==> src/rtl/sram_arb_pkg.sv <==
// sram_arb_pkg: shared types and constants for the two-manager SRAM data-port arbiter
// Contents: resp_tag_t (per-transaction response tag), MGR0/MGR1 manager indices.
package sram_arb_pkg;

    typedef struct packed {
        logic id;
        logic we;
    } resp_tag_t;

    localparam logic MGR0 = 1'b0;
    localparam logic MGR1 = 1'b1;

endpackage

==> src/rtl/sram_d_arbiter_resp_tag_fifo.sv <==
// resp_tag_fifo: synchronous FIFO of response tags, one entry per accepted transaction
// Ports: clk_i/rst_i (sync, active-high), push_i/tag_i (enqueue), pop_i (dequeue),
//        head_o (oldest tag), full_o, empty_o. Push when full and pop when empty are ignored.
module resp_tag_fifo
    import sram_arb_pkg::*;
#(
    parameter int DEPTH = 2
) (
    input  logic      clk_i,
    input  logic      rst_i,
    input  logic      push_i,
    input  logic      pop_i,
    input  resp_tag_t tag_i,
    output resp_tag_t head_o,
    output logic      full_o,
    output logic      empty_o
);

    localparam int PW = DEPTH > 1 ? $clog2(DEPTH) : 1;
    localparam int CW = $clog2(DEPTH + 1);

    resp_tag_t     mem_q [DEPTH];
    logic [PW-1:0] wr_q, wr_d, rd_q, rd_d;
    logic [CW-1:0] cnt_q, cnt_d;
    logic          do_push, do_pop;

    // explicit wrap keeps DEPTH=1 (single-slot pointer) correct
    function automatic logic [PW-1:0] nxt(input logic [PW-1:0] p);
        return p == PW'(DEPTH - 1) ? '0 : p + PW'(1);
    endfunction

    assign full_o  = cnt_q == CW'(DEPTH);
    assign empty_o = cnt_q == '0;
    assign do_push = push_i && !full_o;
    assign do_pop  = pop_i && !empty_o;
    assign head_o  = mem_q[rd_q];

    always_comb begin
        wr_d  = do_push ? nxt(wr_q) : wr_q;
        rd_d  = do_pop ? nxt(rd_q) : rd_q;
        cnt_d = cnt_q + CW'(do_push) - CW'(do_pop);
    end

    always_ff @(posedge clk_i) begin
        if (rst_i) begin
            wr_q  <= '0;
            rd_q  <= '0;
            cnt_q <= '0;
        end else begin
            wr_q  <= wr_d;
            rd_q  <= rd_d;
            cnt_q <= cnt_d;
        end
        if (do_push) mem_q[wr_q] <= tag_i;
    end

endmodule

==> src/rtl/sram_d_arbiter.sv <==
// sram_d_arbiter: round-robin OBI arbiter of two data managers onto the single SRAM data port
// Ports: clk_i, rst_i (sync, active-high);
//        m0_*/m1_*: OBI manager request (req/addr/we/be/wdata), gnt, rvalid/rdata;
//        s_*: subordinate OBI port to the SRAM (req/gnt/addr/we/be/wdata/rvalid/rdata);
//        resp_err_o: registered one-cycle pulse on an unexpected SRAM response.
module sram_d_arbiter
    import sram_arb_pkg::*;
#(
    parameter int MAX_OUTSTANDING = 2,
    parameter int WRITE_RESP      = 0
) (
    input  logic        clk_i,
    input  logic        rst_i,
    input  logic        m0_req_i,
    input  logic        m1_req_i,
    output logic        m0_gnt_o,
    output logic        m1_gnt_o,
    input  logic [31:0] m0_addr_i,
    input  logic [31:0] m1_addr_i,
    input  logic        m0_we_i,
    input  logic        m1_we_i,
    input  logic [3:0]  m0_be_i,
    input  logic [3:0]  m1_be_i,
    input  logic [31:0] m0_wdata_i,
    input  logic [31:0] m1_wdata_i,
    output logic        m0_rvalid_o,
    output logic        m1_rvalid_o,
    output logic [31:0] m0_rdata_o,
    output logic [31:0] m1_rdata_o,
    output logic        s_req_o,
    input  logic        s_gnt_i,
    output logic [31:0] s_addr_o,
    output logic        s_we_o,
    output logic [3:0]  s_be_o,
    output logic [31:0] s_wdata_o,
    input  logic        s_rvalid_i,
    input  logic [31:0] s_rdata_i,
    output logic        resp_err_o
);

    logic        prio_q, prio_d, err_q, err_d;
    logic        sel, accept, full, empty, synth, pop;
    logic [31:0] rsp_data;
    resp_tag_t   head, push_tag;

    always_comb begin
        sel         = (m0_req_i && m1_req_i) ? prio_q : (m1_req_i ? MGR1 : MGR0);
        s_req_o     = (m0_req_i || m1_req_i) && !rst_i && !full;
        accept      = s_req_o && s_gnt_i;
        s_addr_o    = sel ? m1_addr_i : m0_addr_i;
        s_we_o      = sel ? m1_we_i : m0_we_i;
        s_be_o      = sel ? m1_be_i : m0_be_i;
        s_wdata_o   = sel ? m1_wdata_i : m0_wdata_i;
        m0_gnt_o    = accept && sel == MGR0;
        m1_gnt_o    = accept && sel == MGR1;
        prio_d      = accept ? !sel : prio_q;
        push_tag    = '{id: sel, we: s_we_o};
        // write at the head retires on its own when the SRAM gives no write response
        synth       = WRITE_RESP == 0 && !empty && head.we;
        pop         = !rst_i && (synth || (s_rvalid_i && !empty));
        rsp_data    = synth ? '0 : s_rdata_i;
        m0_rvalid_o = pop && head.id == MGR0;
        m1_rvalid_o = pop && head.id == MGR1;
        m0_rdata_o  = m0_rvalid_o ? rsp_data : '0;
        m1_rdata_o  = m1_rvalid_o ? rsp_data : '0;
        // SRAM response with nothing to match, or colliding with a synthesized write
        err_d       = !rst_i && s_rvalid_i && (empty || synth);
    end

    always_ff @(posedge clk_i) begin
        if (rst_i) begin
            prio_q <= MGR0;
            err_q  <= 1'b0;
        end else begin
            prio_q <= prio_d;
            err_q  <= err_d;
        end
    end

    assign resp_err_o = err_q;

    resp_tag_fifo #(.DEPTH(MAX_OUTSTANDING)) u_fifo (
        .clk_i   (clk_i),
        .rst_i   (rst_i),
        .push_i  (accept),
        .pop_i   (pop),
        .tag_i   (push_tag),
        .head_o  (head),
        .full_o  (full),
        .empty_o (empty)
    );

endmodule

==> config.mk <==
export PLATFORM = sky130hd
export DESIGN_NAME = sram_d_arbiter
export DESIGN_NICKNAME = d
export VERILOG_FILES = /design/src/rtl/sram_arb_pkg.sv /design/src/rtl/sram_d_arbiter_resp_tag_fifo.sv /design/src/rtl/sram_d_arbiter.sv
export SDC_FILE = /design/constraint.sdc
export NUM_CORES = 1
export LEC_CHECK = 0
export CORE_AREA = 2 2 123 125
export CTS_CLUSTER_SIZE = 28
export DETAILED_ROUTE_END_ITERATION = 16
export DIE_AREA = 0 0 125 127
export DONT_BUFFER_PORTS = 1
export HOLD_SLACK_MARGIN = 0.03
export MAX_ROUTING_LAYER = met4
export PLACE_DENSITY_LB_ADDON = 0.08
export SYNTH_ARGS = -nofsm -noshare
export SYNTH_HDL_FRONTEND = slang
export SYNTH_SLANG_ARGS = --single-unit
==> constraint.sdc <==
create_clock -name clk_i -period 1.7 [get_ports clk_i]
set_input_delay 0.34 -clock clk_i [delete_from_list [all_inputs] [get_ports clk_i]]
set_output_delay 0.34 -clock clk_i [all_outputs]
set_load 0.01 [all_outputs]
==> results.tsv <==
stage	metric	value	unit
status	status	complete, but fails checks	
status	violated checks	setup timing	
sta	final count of pins violating max slew	0	
clocking	Clock Path Buffers	2	
worst_setup_path	data required time at the worst endpoint	1.36	ns
synthesis	Post-Synthesis Cells	237	
floorplan	site row count	44	
synthesis	warning count from the yosys run	0	
worst_setup_path	kind of critical path	reg2out	
final_layout	final net count	495	
synthesis	top area cells in the synthesized netlist	sky130_fd_sc_hd__mux2_2 44%, sky130_fd_sc_hd__nor2_1 14%, sky130_fd_sc_hd__dfxtp_1 7.8%	
final_layout	commonest cells after routing, fill and taps aside	68 x sky130_fd_sc_hd__buf_4, 58 x sky130_fd_sc_hd__mux2_4, 49 x sky130_fd_sc_hd__nor2_1, 31 x sky130_fd_sc_hd__nand2_1, 14 x sky130_fd_sc_hd__buf_6	
worst_setup_path	crit-path cells	mux2i_4 -> buf_8 -> nand2_1 -> nor2_1 -> buf_4	
synthesis	flops & latches, synth	11	
route	total vias in the final route	2100	
pwr	Worst VDD drop	0.000314	V
sta	post-route minimum period	1.83	ns
final_layout	sequential cell area	268	µm²
synthesis	area share of the largest cell type after synthesis	0.437	
worst_setup_path	kind of capture point of the worst setup path	output port	
sta	share of the clock period used by the worst path after layout	1.08	
final_layout	area taken by multi-input logic gates	1820	µm²
grt	overall global routing resource usage	0.108	
final_layout	Inserted Diodes	0	
placement	final weighted congestion in routability-driven placement	0.833	
grt	residual overflow from global routing	0	
worst_setup_path	Crit path depth	5	
final_layout	commonest non-fill, non-tap cell in the layout	sky130_fd_sc_hd__buf_4	
pwr	Psw	1.06	mW
floorplan	Die Outline Area	15900	µm²
final_layout	share of layout cells above drive strength 1	0.668	
pwr	switching part of the total power	0.418	
worst_setup_path	capturing point of the worst reg2reg path	u_fifo.cnt_q[0]$_SDFF_PP0_	
clocking	number of buffers created by CTS	3	
grt	number of antenna violations at the first check in global routing	0	
min_path	worst hold path type	in2reg	
grt	largest net degree at the start of global routing	33	
route	iteration-0 DRC count of the detailed router	56	
clocking	clock-pin slew reported for the worst setup and hold paths after clock tree synthesis	0.05	ns
floorplan	Core ar.	14400	µm²
route	Routed WL	9570	µm
sta	setup repair after global routing missed its margin	yes	
worst_setup_path	slowest CP cell	sky130_fd_sc_hd__dfxtp_4	
floorplan	number of ports placed on the die boundary	315	
synthesis	average footprint of a synthesized cell	7.60	µm²
placement	placed insts	484	
route	TritonRoute pass-1 iters	2	
clocking	clock latency reported for the late side of the worst-skew pair	0.24	ns
route	antenna violation net count after detailed routing	0	
placement	port buffer count	0	
worst_setup_path	arrival time at the worst endpoint	1.49	ns
worst_setup_path	Crit path buffers/inverters	2	
final_layout	fill cell total of the finished layout	1578	
route	Routed WL per cell	19.1	µm
clocking	Hold Buf Count CTS	0	
clocking	clock tree from TritonCTS	built	
pwr	power density cells	763	nW/µm²
sta	fmax	545	MHz
pwr	total leakage power	1.49	nW
placement	Final HPWL DP	8030	µm
synthesis	syn_nets	415	
floorplan	Starting Density	0.125	
worst_setup_path	delay of the slowest cell on the worst path	0.38	ns
final_layout	non-filler instance count after layout	500	
job	Max-Cap Viols	0	
synthesis	synth unique cells	29	
pwr	clock share of power	0.177	
synthesis	fraction of the yosys area taken by sequential cells	0.144	
sta	Hold Vio Cnt, Final	0	
sta	Worst-Margin Slew	0.385	ns
sta	final number of setup-violating endpoints	139	
worst_setup_path	Reg2Reg Depth	7	
pwr	combinational share of power	0.652	
synthesis	cell taking the most area after synthesis	sky130_fd_sc_hd__mux2_2	
worst_setup_path	worst-path fanout max	14	
final_layout	synth-to-layout area growth	84.8	%
sta	setup ws final	-0.135	ns
sta	sum of negative setup slack	-11.50	ns
route	ratio of routed vias to standard cells	4.20	
pwr	internal power contribution	1.48	mW
clocking	H-Tree Depth	1	
floorplan	width of the die	125	µm
floorplan	vertical extent of the die	127	µm
worst_setup_path	slack of the worst reg-to-reg path	-0.04	ns
worst_setup_path	cell family with the largest share of critical-path delay	flip-flops	
pwr	fraction of power consumed by sequential logic	0.171	
clocking	Clock Tree Root	sky130_fd_sc_hd__clkbuf_16	
clocking	number of clock sinks	11	
route	final routed DRC violation total	0	
grt	first-pass GRT wire length	12800	µm
synthesis	Netlist Area Pre-Place	1800	µm²
worst_setup_path	crit path capture	m0_rdata_o[2]	
worst_setup_path	sort of element at the start of the critical path	flip-flop	
sta	relative slew slack	0.743	
grt	number of global-route vias before repair	2087	
sta	Fin Clk Skew	0.00457	ns
## cells in the mapped netlist
library cell and count:
sky130_fd_sc_hd__and4_1 1, sky130_fd_sc_hd__and3_1 1, sky130_fd_sc_hd__buf_6 1, sky130_fd_sc_hd__and2b_1 1, sky130_fd_sc_hd__mux2i_2 1, sky130_fd_sc_hd__inv_1 6, sky130_fd_sc_hd__nor2b_4 1, sky130_fd_sc_hd__nor4_1 2
sky130_fd_sc_hd__nand3_1 2, sky130_fd_sc_hd__nand2_1 34, sky130_fd_sc_hd__nor2b_1 2, sky130_fd_sc_hd__a311o_1 2, sky130_fd_sc_hd__nor2_1 69, sky130_fd_sc_hd__or4b_4 1, sky130_fd_sc_hd__xor2_1 1, sky130_fd_sc_hd__a21boi_0 2
sky130_fd_sc_hd__edfxtp_1 4, sky130_fd_sc_hd__and2_1 1, sky130_fd_sc_hd__clkbuf_1 3, sky130_fd_sc_hd__buf_4 1, sky130_fd_sc_hd__mux2i_1 3, sky130_fd_sc_hd__dfxtp_1 7, sky130_fd_sc_hd__nor3_1 2, sky130_fd_sc_hd__or2_2 1
sky130_fd_sc_hd__mux2_2 70, sky130_fd_sc_hd__xnor2_1 1, sky130_fd_sc_hd__buf_2 14, sky130_fd_sc_hd__a2111oi_2 1, sky130_fd_sc_hd__ha_1 2
## worst min path at each step
stage | from | endpoint | slack (ns) | cells past startpoint
5_1_grt | rst_i | u_fifo.cnt_q[1]$_SDFF_PP0_ | 0.16 | 1
4_1_cts | rst_i | u_fifo.cnt_q[1]$_SDFF_PP0_ | 0.15 | 1
3_5_place_dp | rst_i | u_fifo.cnt_q[1]$_SDFF_PP0_ | 0.42 | 1
3_3_place_gp | rst_i | u_fifo.cnt_q[1]$_SDFF_PP0_ | 0.42 | 1
2_1_floorplan | prio_q$_SDFFE_PP0P_ | prio_q$_SDFFE_PP0P_ | 0.44 | 2
6_report | rst_i | u_fifo.cnt_q[1]$_SDFF_PP0_ | 0.16 | 1
## power groups by stage
stage	logic, mW	registers [mW]	clock network (mW)
finish	1.66	0.434	0.451
global route	1.78	0.442	0.473
CTS	1.58	0.432	0.456
detailed placement	1.27	0.431	0
global placement	1.28	0.427	0
floorplan	0.887	0.415	0
## repair_timing
item	CTS	global route
gates cloned	2	2
hold endpoints to repair	0	0
endpoints found under the setup margin	133	139
buffers inserted	10	2
resized for setup	77	58
pin swaps	7	1
## flip-flops by register name, indices dropped and copies added, names as in the netlist, named ones only
| signal | flops |
|---|---|
| prio_q | 1 |
| resp_err_o | 1 |
| u_fifo.cnt_q | 2 |
| u_fifo.mem_q | 4 |
| u_fifo.rd_q | 1 |
| u_fifo.wr_q | 1 |
## cell families after synthesis
logic type,Yosys count,synth area share
xor gates and xnor gates,2,0.00972
DFF,11,0.144
AOI/OAI and AO/OA,5,0.0278
adders and majority gates,2,0.0139
muxes,74,0.462
and+or+nand+nor,118,0.274
buffers and inverters,25,0.0681
## per-stage QoR
stage | power [mW] | setup WS, ns | cell area (µm²) | hold WS, ns | util
floorplan | 1.30 | 0.00308 | 1820 | 0.438 | -
global placement | 1.71 | 0.0240 | 2640 | 0.415 | 0.183
detailed placement | 1.70 | 0.0214 | 2640 | 0.418 | 0.183
CTS | 2.46 | -0.167 | 3140 | 0.154 | 0.217
global route | 2.70 | -0.197 | 3330 | 0.157 | 0.231
finish | 2.54 | -0.135 | 3330 | 0.156 | 0.231
## per-layer routing
layer / GRT usage / routed length, µm / share of wire
met1: 0.105 / 3090 / 0.32
met2: 0.216 / 5500 / 0.57
met3: 0.0281 / 916 / 0.096
met4: 0.0196 / 67 / 0.0070
met5: - / 0 / 0
## layout make-up
cell class	instances	area share
clock buffers	4	0.0237
inverters	6	0.00676
multi-input cells	201	0.546
flip-flops and latches	11	0.0804
well taps	184	0.0691
repair buffers	94	0.274
Power figures use the tool's default switching activity.
